<file path="config.mk">
export PLATFORM = sky130hd
export DESIGN_NAME = replay_mem_ctrl
export DESIGN_NICKNAME = d
export VERILOG_FILES = /design/src/rtl/replay_mem_ctrl.sv
export SDC_FILE = /design/constraint.sdc
export NUM_CORES = 1
export LEC_CHECK = 0
export ABC_AREA = 0
export CORE_AREA = 2 2 124 126
export CTS_BUF_LIST = sky130_fd_sc_hd__clkbuf_4
export DETAILED_ROUTE_END_ITERATION = 12
export DIE_AREA = 0 0 126 128
export PLACE_DENSITY = 0.78
export SYNTH_ARGS = -nofsm -noshare
export SYNTH_HDL_FRONTEND = slang
export SYNTH_SLANG_ARGS = --single-unit
</file>
<file path="constraint.sdc">
create_clock -name i_clk -period 4.9 [get_ports i_clk]
set_clock_uncertainty 0.2 [all_clocks]
set_input_delay 0.98 -clock i_clk [delete_from_list [all_inputs] [get_ports i_clk]]
set_output_delay 0.98 -clock i_clk [all_outputs]
set_load 0.01 [all_outputs]
</file>
<file path="src/rtl/replay_mem_ctrl.sv">
// Replay memory controller: circular buffer of transition words in an external
// single-cycle-write, registered-read RAM port, with age-indexed reads (0 = newest).
module replay_mem_ctrl #(
  parameter int ADDR_WIDTH = 10,
  parameter int DATA_WIDTH = 48
) (
  input  logic                  i_clk,
  input  logic                  i_rst,
  input  logic                  i_wr_valid,
  output logic                  o_wr_ready,
  input  logic [DATA_WIDTH-1:0] i_wr_data,
  input  logic                  i_rd_valid,
  output logic                  o_rd_ready,
  input  logic [ADDR_WIDTH-1:0] i_rd_idx,
  output logic                  o_rd_valid,
  output logic [DATA_WIDTH-1:0] o_rd_data,
  output logic                  o_rd_err,
  input  logic                  i_rd_ready,
  output logic [ADDR_WIDTH:0]   o_count,
  output logic                  o_full,
  output logic                  o_ram_wr_n,
  output logic [ADDR_WIDTH-1:0] o_ram_addr,
  output logic [DATA_WIDTH-1:0] o_ram_data,
  input  logic [DATA_WIDTH-1:0] i_ram_data
);

  localparam logic [ADDR_WIDTH:0] CNT_MAX =
    {1'b1, {ADDR_WIDTH{1'b0}}};
  localparam logic [ADDR_WIDTH:0] CNT_MAX_M1 =
    {1'b0, {ADDR_WIDTH{1'b1}}};
  localparam logic [ADDR_WIDTH-1:0] ONE =
    {{(ADDR_WIDTH-1){1'b0}}, 1'b1};

  typedef enum logic [2:0] {
    S_IDLE,
    S_WRITE,
    S_RD_ISSUE,
    S_RD_WAIT,
    S_RD_HOLD
  } state_t;

  state_t                r_state;
  state_t                w_next;
  logic [ADDR_WIDTH-1:0] r_wr_ptr;
  logic [ADDR_WIDTH:0]   r_count;
  logic                  r_full;
  logic                  r_ram_wr_n;
  logic [ADDR_WIDTH-1:0] r_ram_addr;
  logic [DATA_WIDTH-1:0] r_ram_data;
  logic                  r_rd_valid;
  logic [DATA_WIDTH-1:0] r_rd_data;
  logic                  r_rd_err;

  logic                  w_idle;
  logic                  w_in_range;
  logic [ADDR_WIDTH-1:0] w_rd_addr;

  assign w_idle     = (r_state == S_IDLE);
  assign w_in_range = ({1'b0, i_rd_idx} < r_count);
  // Newest word sits one slot behind the write pointer; wraps naturally.
  assign w_rd_addr  = r_wr_ptr - ONE - i_rd_idx;

  // Push wins over read, so a read is only offered when no push is pending.
  assign o_wr_ready = w_idle & ~i_rst;
  assign o_rd_ready = w_idle & ~i_wr_valid & ~i_rst;

  assign o_count    = r_count;
  assign o_full     = r_full;
  assign o_ram_wr_n = r_ram_wr_n;
  assign o_ram_addr = r_ram_addr;
  assign o_ram_data = r_ram_data;
  assign o_rd_valid = r_rd_valid;
  assign o_rd_data  = r_rd_data;
  assign o_rd_err   = r_rd_err;

  // State register.
  always_ff @(posedge i_clk or posedge i_rst) begin
    if (i_rst) r_state <= S_IDLE;
    else       r_state <= w_next;
  end

  // Next-state selection.
  always_comb begin
    w_next = r_state;
    unique case (r_state)
      S_IDLE: begin
        if (i_wr_valid)
          w_next = S_WRITE;
        else if (i_rd_valid)
          w_next = w_in_range ? S_RD_ISSUE : S_RD_HOLD;
      end
      S_WRITE:    w_next = S_IDLE;
      S_RD_ISSUE: w_next = S_RD_WAIT;
      S_RD_WAIT:  w_next = S_RD_HOLD;
      S_RD_HOLD:  if (i_rd_ready) w_next = S_IDLE;
      default:    w_next = S_IDLE;
    endcase
  end

  // Buffer bookkeeping, RAM port drive and read response registers.
  always_ff @(posedge i_clk or posedge i_rst) begin
    if (i_rst) begin
      r_wr_ptr   <= '0;
      r_count    <= '0;
      r_full     <= 1'b0;
      r_ram_wr_n <= 1'b1;
      r_ram_addr <= '0;
      r_ram_data <= '0;
      r_rd_valid <= 1'b0;
      r_rd_data  <= '0;
      r_rd_err   <= 1'b0;
    end else begin
      unique case (r_state)
        S_IDLE: begin
          if (i_wr_valid) begin
            r_ram_wr_n <= 1'b0;
            r_ram_addr <= r_wr_ptr;
            r_ram_data <= i_wr_data;
          end else if (i_rd_valid) begin
            if (w_in_range) begin
              r_ram_addr <= w_rd_addr;
            end else begin
              r_rd_valid <= 1'b1;
              r_rd_err   <= 1'b1;
              r_rd_data  <= '0;
            end
          end
        end
        S_WRITE: begin
          r_ram_wr_n <= 1'b1;
          r_wr_ptr   <= r_wr_ptr + ONE;
          if (r_count != CNT_MAX)
            r_count <= r_count + 1'b1;
          if (r_count == CNT_MAX_M1)
            r_full <= 1'b1;
        end
        S_RD_ISSUE: begin
          r_ram_wr_n <= 1'b1;
        end
        S_RD_WAIT: begin
          r_rd_data  <= i_ram_data;
          r_rd_valid <= 1'b1;
          r_rd_err   <= 1'b0;
        end
        S_RD_HOLD: begin
          if (i_rd_ready)
            r_rd_valid <= 1'b0;
        end
        default: begin
          r_ram_wr_n <= 1'b1;
        end
      endcase
    end
  end

endmodule

</file>
==> summary.md, run 1 <==
| Metric | Value |
|---|---|
| GR Overflow Total | 0 |
| Number of gates given a new drive strength after cts | 0 |
| Type of the tightest min-delay check | register to register |
| Max IR drop VDD | slightly below 0.0003 V |
| Net count reported at finish | between 800 and 900 |
| Total clock buffers created by CTS | 17 |
| Number of synthesized register bits | between 100 and 150 |
| Pleak | around 3.8 nW |
| Async set-reset flop share out of synthesis | 1.00 |
| Global-route wire length before repair | approximately 24 mm |
| Antenna violations before repair | 0 |
| Starting Density | 0.398 |
| Detailed-placement wirelength estimate | approximately 11 mm |
| Number of nets with antenna violations after detailed routing | 0 |
| Average cell area after synthesis | approximately 13 sq um |
| Overall die height | around 130 um |
| Mux contribution to synthesized area | 0.116 |
| Fraction of final layout cells with drive strength greater than 1 | 0.153 |
| Routed wirelength normalized by instance count | roughly 17 um |
| Max Transition Viols Final | 0 |
| Maximum buffer depth of the clock tree | 2 |
| Final Cycle Share | 0.749 |
| Compound-gate portion of the synthesized area | 0.129 |
| Data arrival, critical path | 2.49 ns |
| Average via count per standard cell | slightly above 5 |
| Die Wd | 126 um |
| Floorplan core area | around 15000 sq um |
| Setup repair bufs after CTS | 0 |
| Pin count of the biggest net entering global routing | 80 |
| Outcome | completed |
| Die ar. | 16100 sq um |
| Core Rows | 45 |
| Unrepaired setup endpoints after global routing | no |
| Max Clock Freq | 0.272 GHz |
| Number of fill cells | 1225 |
| Simple-gate share of the synthesized area | 0.0677 |
| Net count after synthesis | 593 |
| Hold path depth | 1 |
| Endpoint kind of the worst setup timing path | output port |
| Worst-path fanout max | 23 |
| Tightest Pin Transition | 1.11 ns |
| Overall routed net length | roughly 15 mm |
| Global Route Usage Sum | 0.186 |
| CP required | 3.72 ns |
| Number of ports placed on the die boundary | between 200 and 250 |
| Post-Synthesis Cells | 460 |
| Minimum clock period after layout | roughly 3.7 ns |
| # port buffers | 233 |
| Final cell utilization of the core | 0.587 |
| Final setup fails | 0 |
| # diodes | 0 |
| Synth Area in Adders | 0.0478 |
| Layout overhead on the synthesized area | 47.5% |
| Number of distinct library cells after synthesis | 51 |
| Setup TNS after final layout | 0 ns |
| Count of synthesis-stage warnings from yosys | 0 |
| Hold bufs inserted after CTS | 0 |
| Post-synthesis cell area | between 5000 and 6000 sq um |
| Number of vias after detailed routing | 4513 |
| TritonRoute pass-1 iters | 4 |
| Count of max-cap constraint violations | 0 |
| Remaining max-slew budget at the tightest pin | 0.258 |
| Vias in the first global route | approximately 4600 |
| Clock tree from TritonCTS | built |
| Combinational family with the most area after synthesis | compound AO/OA/AOI/OAI gates |
| Area of the multi-input gates | roughly 2400 sq um |
| Sequential share of the synthesized area | 0.567 |
| Deepest level of the CTS H-tree | 4 |
| Total power | between 5 and 6 mW |
| Post-synth EDFFs | 0 |
| Crit Path Category | input pin to output port |
| Synth Flop Type | sky130_fd_sc_hd__dfrtp_1 |
| Clock-pin slew of the registers on the worst-case setup and hold paths | 0.11 ns |
| # DRC | 0 |
| Clk Latency, worst-skew pair | 0.54 ns |
| Worst-case reg-to-reg path depth | 9 |
| Setup crit start kind | input pin |
| Global placement routability congestion | 0.843 |
| Clock root buffer | sky130_fd_sc_hd__clkbuf_4 |
| XOR/XNOR share of the synthesized area | 0.0355 |
| CTS sink cnt | between 100 and 150 |
| Sequential cell area | roughly 3400 sq um |
| Cell Pwr Density | around 600 nW/um^2 |
| Final Hold Violating Endpoints | 0 |
| Number of DRC markers in iteration 0 | 123 |
[synth_stat cells (all sizes together), types with 2 or more instances]
| cell | instances | area [sq um] |
|---|---|---|
| xor2 | 6 | 52.6 |
| buf | 16 | 92.6 |
| a21o | 9 | 67.6 |
| a2111oi | 2 | 17.5 |
| mux2 | 60 | 676 |
| nand4 | 8 | 65.1 |
| clkbuf | 5 | 18.8 |
| inv | 29 | 109 |
| nand2 | 17 | 63.8 |
| xnor2 | 18 | 158 |
| nand3 | 5 | 25.0 |
| nor2 | 19 | 71.3 |
| nor2b | 4 | 25.0 |
| o31ai | 2 | 15.0 |
| and3 | 3 | 21.3 |
| dfrtp | 133 | 3330 |
| nor4 | 4 | 40.0 |
| nor3 | 5 | 30.0 |
| a21oi | 8 | 40.0 |
| o21a | 2 | 15.0 |
| a211oi | 3 | 22.5 |
| nand2b | 2 | 12.5 |
| ha | 21 | 263 |
| o21ai | 11 | 55.1 |
| and2 | 3 | 18.8 |
| o211ai | 2 | 20.0 |
| a22o | 48 | 420 |
[registers in the layout, summed over array words and instances, names as in the netlist]
name and cells:
o_rd_err 1, r_state 3, o_ram_addr 10, o_rd_data 48, r_wr_ptr 10, o_ram_data 48, o_ram_wr_n 1, o_count 11
o_full 1, o_rd_valid 1
[final cells by class]
type                       instances  area share
tap                              188      0.0269
inverter                          29      0.0128
clock buffer                      18      0.0155
sequential                       134       0.384
timing repair buffer             236       0.271
multi-input combinational        276       0.269
clock inverter                    13      0.0202
[through the flow]
stage	std cells	hold WS [ns]	cell area (sq um)	setup slack [ns]
after floorplan	460	0.265	5920	0.139
after global placement	863	0.264	8420	1.22
after detailed placement	863	0.272	8420	1.22
after CTS	894	0.302	8730	1.21
after global routing	894	0.310	8730	1.08
final	894	0.296	8730	1.23
[report_power, final]
group	switching, mW	internal (mW)	leakage (nW)
sequential	0.351	1.61	1.70
combinational	0.945	1.46	1.92
clock	0.423	0.365	0.157
[cells in the final DEF (no fill, tap or decap), drive strengths merged, types with 4 or more instances in the layout]
cell,netlist,routed
a21oi,8,8
a21o,9,9
clkinv,0,5
nand4,8,8
nand2,17,17
o21ai,11,11
mux2,60,60
nor2b,4,4
a22o,48,48
clkbuf,5,18
clkdlybuf4s50,0,233
nor4,4,4
xor2,6,6
nor2,19,19
ha,21,21
nand3,5,5
nor3,5,5
inv,29,31
dfrtp,133,133
xnor2,18,18
[worst max-delay path, cell delays in order]
cell	delay, ns
sky130_fd_sc_hd__clkdlybuf4s50_1	0.45
sky130_fd_sc_hd__buf_4	0.24
sky130_fd_sc_hd__inv_1	0.15
sky130_fd_sc_hd__and2_1	0.18
sky130_fd_sc_hd__clkdlybuf4s50_1	0.48
[worst paths after layout]
check,slack (ns),endpoint,start
worst max-delay path,1.23,o_rd_ready,i_wr_valid
worst min-delay path,0.30,o_full$_DFFE_PP0P_,o_full$_DFFE_PP0P_
worst max register to register,2.20,r_state[2]$_DFFE_PP0P_,o_count[8]$_DFFE_PP0P_
worst min register to register,0.30,o_full$_DFFE_PP0P_,o_full$_DFFE_PP0P_
max in group asynchronous,2.89,o_rd_data[39]$_DFFE_PP0P_,i_rst
min in group asynchronous,0.76,o_rd_err$_DFFE_PP0P_,i_rst
[metal layers]
layer | GRT usage | wire length, um | vias up
met5 | 0 | 0 | -
li1 | - | - | 2123
met4 | 0.0821 | 425 | 0
met3 | 0.0534 | 1040 | 31
met2 | 0.297 | 7160 | 179
met1 | 0.238 | 6270 | 2180
[cells by family after synthesis]
| group | after synthesis |
|---|---|
| flops | 134 |
| simple gates | 72 |
| compound gates | 97 |
| mux | 61 |
| fa+ha+maj | 22 |
| xor+xnor | 24 |
| buf+inv | 50 |
No activity file was read; power rests on OpenSTA's default activity.
==> run 2: changes to the inputs <==
clock period = 3.3 ns   (was 4.9 ns; I/O delays follow)
==> summary.md, run 2 (same netlist as run 1, synthesis figures left out) <==
| Metric | Value |
|---|---|
| Setup repair bufs after CTS | 0 |
| Fraction of final layout cells with drive strength greater than 1 | 0.151 |
| Net count reported at finish | a little over 800 |
| Most frequent standard cell in the layout excluding fill and tap cells | sky130_fd_sc_hd__clkdlybuf4s50_1 |
| Cell Pwr Density | roughly 870 nW/um^2 |
| Pre-CTS setup slack | between 0.04 and 0.05 ns |
| CTS sink cnt | between 100 and 150 |
| Number of gates given a new drive strength after cts | 0 |
| Placed cell count | between 800 and 900 |
| Crit Path Category | register to output port |
| Remaining max-slew budget at the tightest pin | 0.363 |
| Clock root buffer | sky130_fd_sc_hd__clkbuf_4 |
| Global placement routability congestion | 0.900 |
| Pleak | around 3.8 nW |
| Max Transition Viols Final | 0 |
| Final setup fails | 0 |
| Final Cycle Share | 0.904 |
| Setup crit start kind | register |
| Minimum clock period after layout | 2.98 ns |
| # DRC | 0 |
| Final standard cell count with taps included and fillers excluded | between 800 and 900 |
| Number of fill cells | between 1000 and 1500 |
| Placed standard-cell area | 8460 sq um |
| Total clock buffers created by CTS | 17 |
| Deepest level of the CTS H-tree | 4 |
| Antenna violations before repair | 0 |
| Detailed-placement wirelength estimate | about 11 mm |
| Core Rows | 45 |
| Clock tree from TritonCTS | built |
| Overall die height | between 100 and 150 um |
| CP required | roughly 2.4 ns |
| Starting Density | 0.398 |
| Number of DRC markers in iteration 0 | ~170 |
| Setup TNS after final layout | 0 ns |
| Global Route Usage Sum | 0.190 |
| TritonRoute pass-1 iters | 4 |
| Design Area, Final | about 8700 sq um |
| Layout overhead on the synthesized area | 47.5% |
| Max IR drop VDD | 0.000488 V |
| Pin count of the biggest net entering global routing | 91 |
| GR Overflow Total | 0 |
| Type of the tightest min-delay check | register to register |
| Endpoint kind of the worst setup timing path | output port |
| Global-route wire length before repair | approximately 24 mm |
| Number of vias after detailed routing | 4523 |
| Most used cells in the layout excluding fill and tap cells | sky130_fd_sc_hd__clkdlybuf4s50_1 (233), sky130_fd_sc_hd__dfrtp_1 (133), sky130_fd_sc_hd__mux2_2 (60), sky130_fd_sc_hd__a22o_1 (48), sky130_fd_sc_hd__inv_1 (27) |
| Maximum buffer depth of the clock tree | 2 |
| Routed wirelength normalized by instance count | between 15 and 20 um |
| Die ar. | roughly 16000 sq um |
| Number of ports placed on the die boundary | between 200 and 250 |
| Clk Latency, worst-skew pair | 0.52 ns |
| Final cell utilization of the core | 0.587 |
| # port buffers | around 230 |
| Overall routed net length | approximately 15 mm |
| Final Hold Violating Endpoints | 0 |
| Unrepaired setup endpoints after global routing | no |
| # diodes | 0 |
| Hold bufs inserted after CTS | 0 |
| Max Clock Freq | roughly 0.34 GHz |
| Slack of the critical path | roughly 0.32 ns |
| Tightest Pin Transition | 0.956 ns |
| Data arrival, critical path | about 2.1 ns |
| Worst-path fanout max | 11 |
| Number of nets with antenna violations after detailed routing | 0 |
| Vias in the first global route | roughly 4700 |
| Floorplan core area | approximately 15000 sq um |
| Outcome | completed |
| Average via count per standard cell | around 5.0 |
| Die Wd | around 130 um |
| Clock-pin slew of the registers on the worst-case setup and hold paths | 0.10 ns |
| Count of max-cap constraint violations | 0 |
-- run 2: changes by cell type in the layout (fill, tap and decap cells not counted) --
cell / change
sky130_fd_sc_hd__clkinv_2: +2
sky130_fd_sc_hd__clkinv_4: -2
sky130_fd_sc_hd__inv_4: -1
sky130_fd_sc_hd__inv_8: -1
sky130_fd_sc_hd__bufinv_16: -1
sky130_fd_sc_hd__buf_12: +2
sky130_fd_sc_hd__clkinv_1: +4
-- run 2: stage by stage --
step	power (mW)	hold slack (ns)
finish	7.56	0.285
global route	8.05	0.323
CTS	7.67	0.290
detailed placement	6.59	0.265
global placement	6.45	0.264
floorplan	4.61	0.265
-- run 2: critical path: stages, from the launching register on --
cell	delay, ns
sky130_fd_sc_hd__dfrtp_1	0.52
sky130_fd_sc_hd__nor4_1	0.36
sky130_fd_sc_hd__and2_1	0.18
sky130_fd_sc_hd__clkdlybuf4s50_1	0.55
-- run 2: final timing paths --
check                                  startpoint                    endpoint  slack (ns)  depth (start not counted)
min in group asynchronous                   i_rst    o_rd_data[2]$_DFFE_PP0P_        0.44                          3
hold reg to reg              o_rd_err$_DFFE_PP0P_        o_rd_err$_DFFE_PP0P_        0.29                          1
hold / removal               o_rd_err$_DFFE_PP0P_        o_rd_err$_DFFE_PP0P_        0.29                          1
max in group asynchronous                   i_rst  o_ram_data[47]$_DFFE_PP0P_        2.00                          3
setup reg to reg           o_count[8]$_DFFE_PP0P_   o_ram_addr[1]$_DFFE_PP0P_        0.75                          7
setup / recovery           r_state[1]$_DFFE_PP0P_                  o_rd_ready        0.32                          3
-- run 2: routing by layer --
metal  up-vias  track usage  part of all wire
met5         -            0                 0
met4         0       0.0679             0.019
met2       185        0.310              0.49
li1       2125            -                 -
met1      2188        0.244              0.42
met3        25       0.0543             0.069
-- run 2: where the power goes --
group / total, mW / switching, mW / internal (mW)
logic: 3.62 / 1.42 / 2.19
clock network: 1.04 / 0.590 / 0.450
registers: 2.91 / 0.523 / 2.39
-- run 2: final cells by class --
type                       instances  area, sq um  area share
sequential                       134         3350       0.384
timing repair buffer             238         2410       0.276
multi-input combinational        276         2350       0.269
tap                              188          235      0.0269
clock buffer                      18          135      0.0155
clock inverter                    14          135      0.0155
inverter                          29          113      0.0129
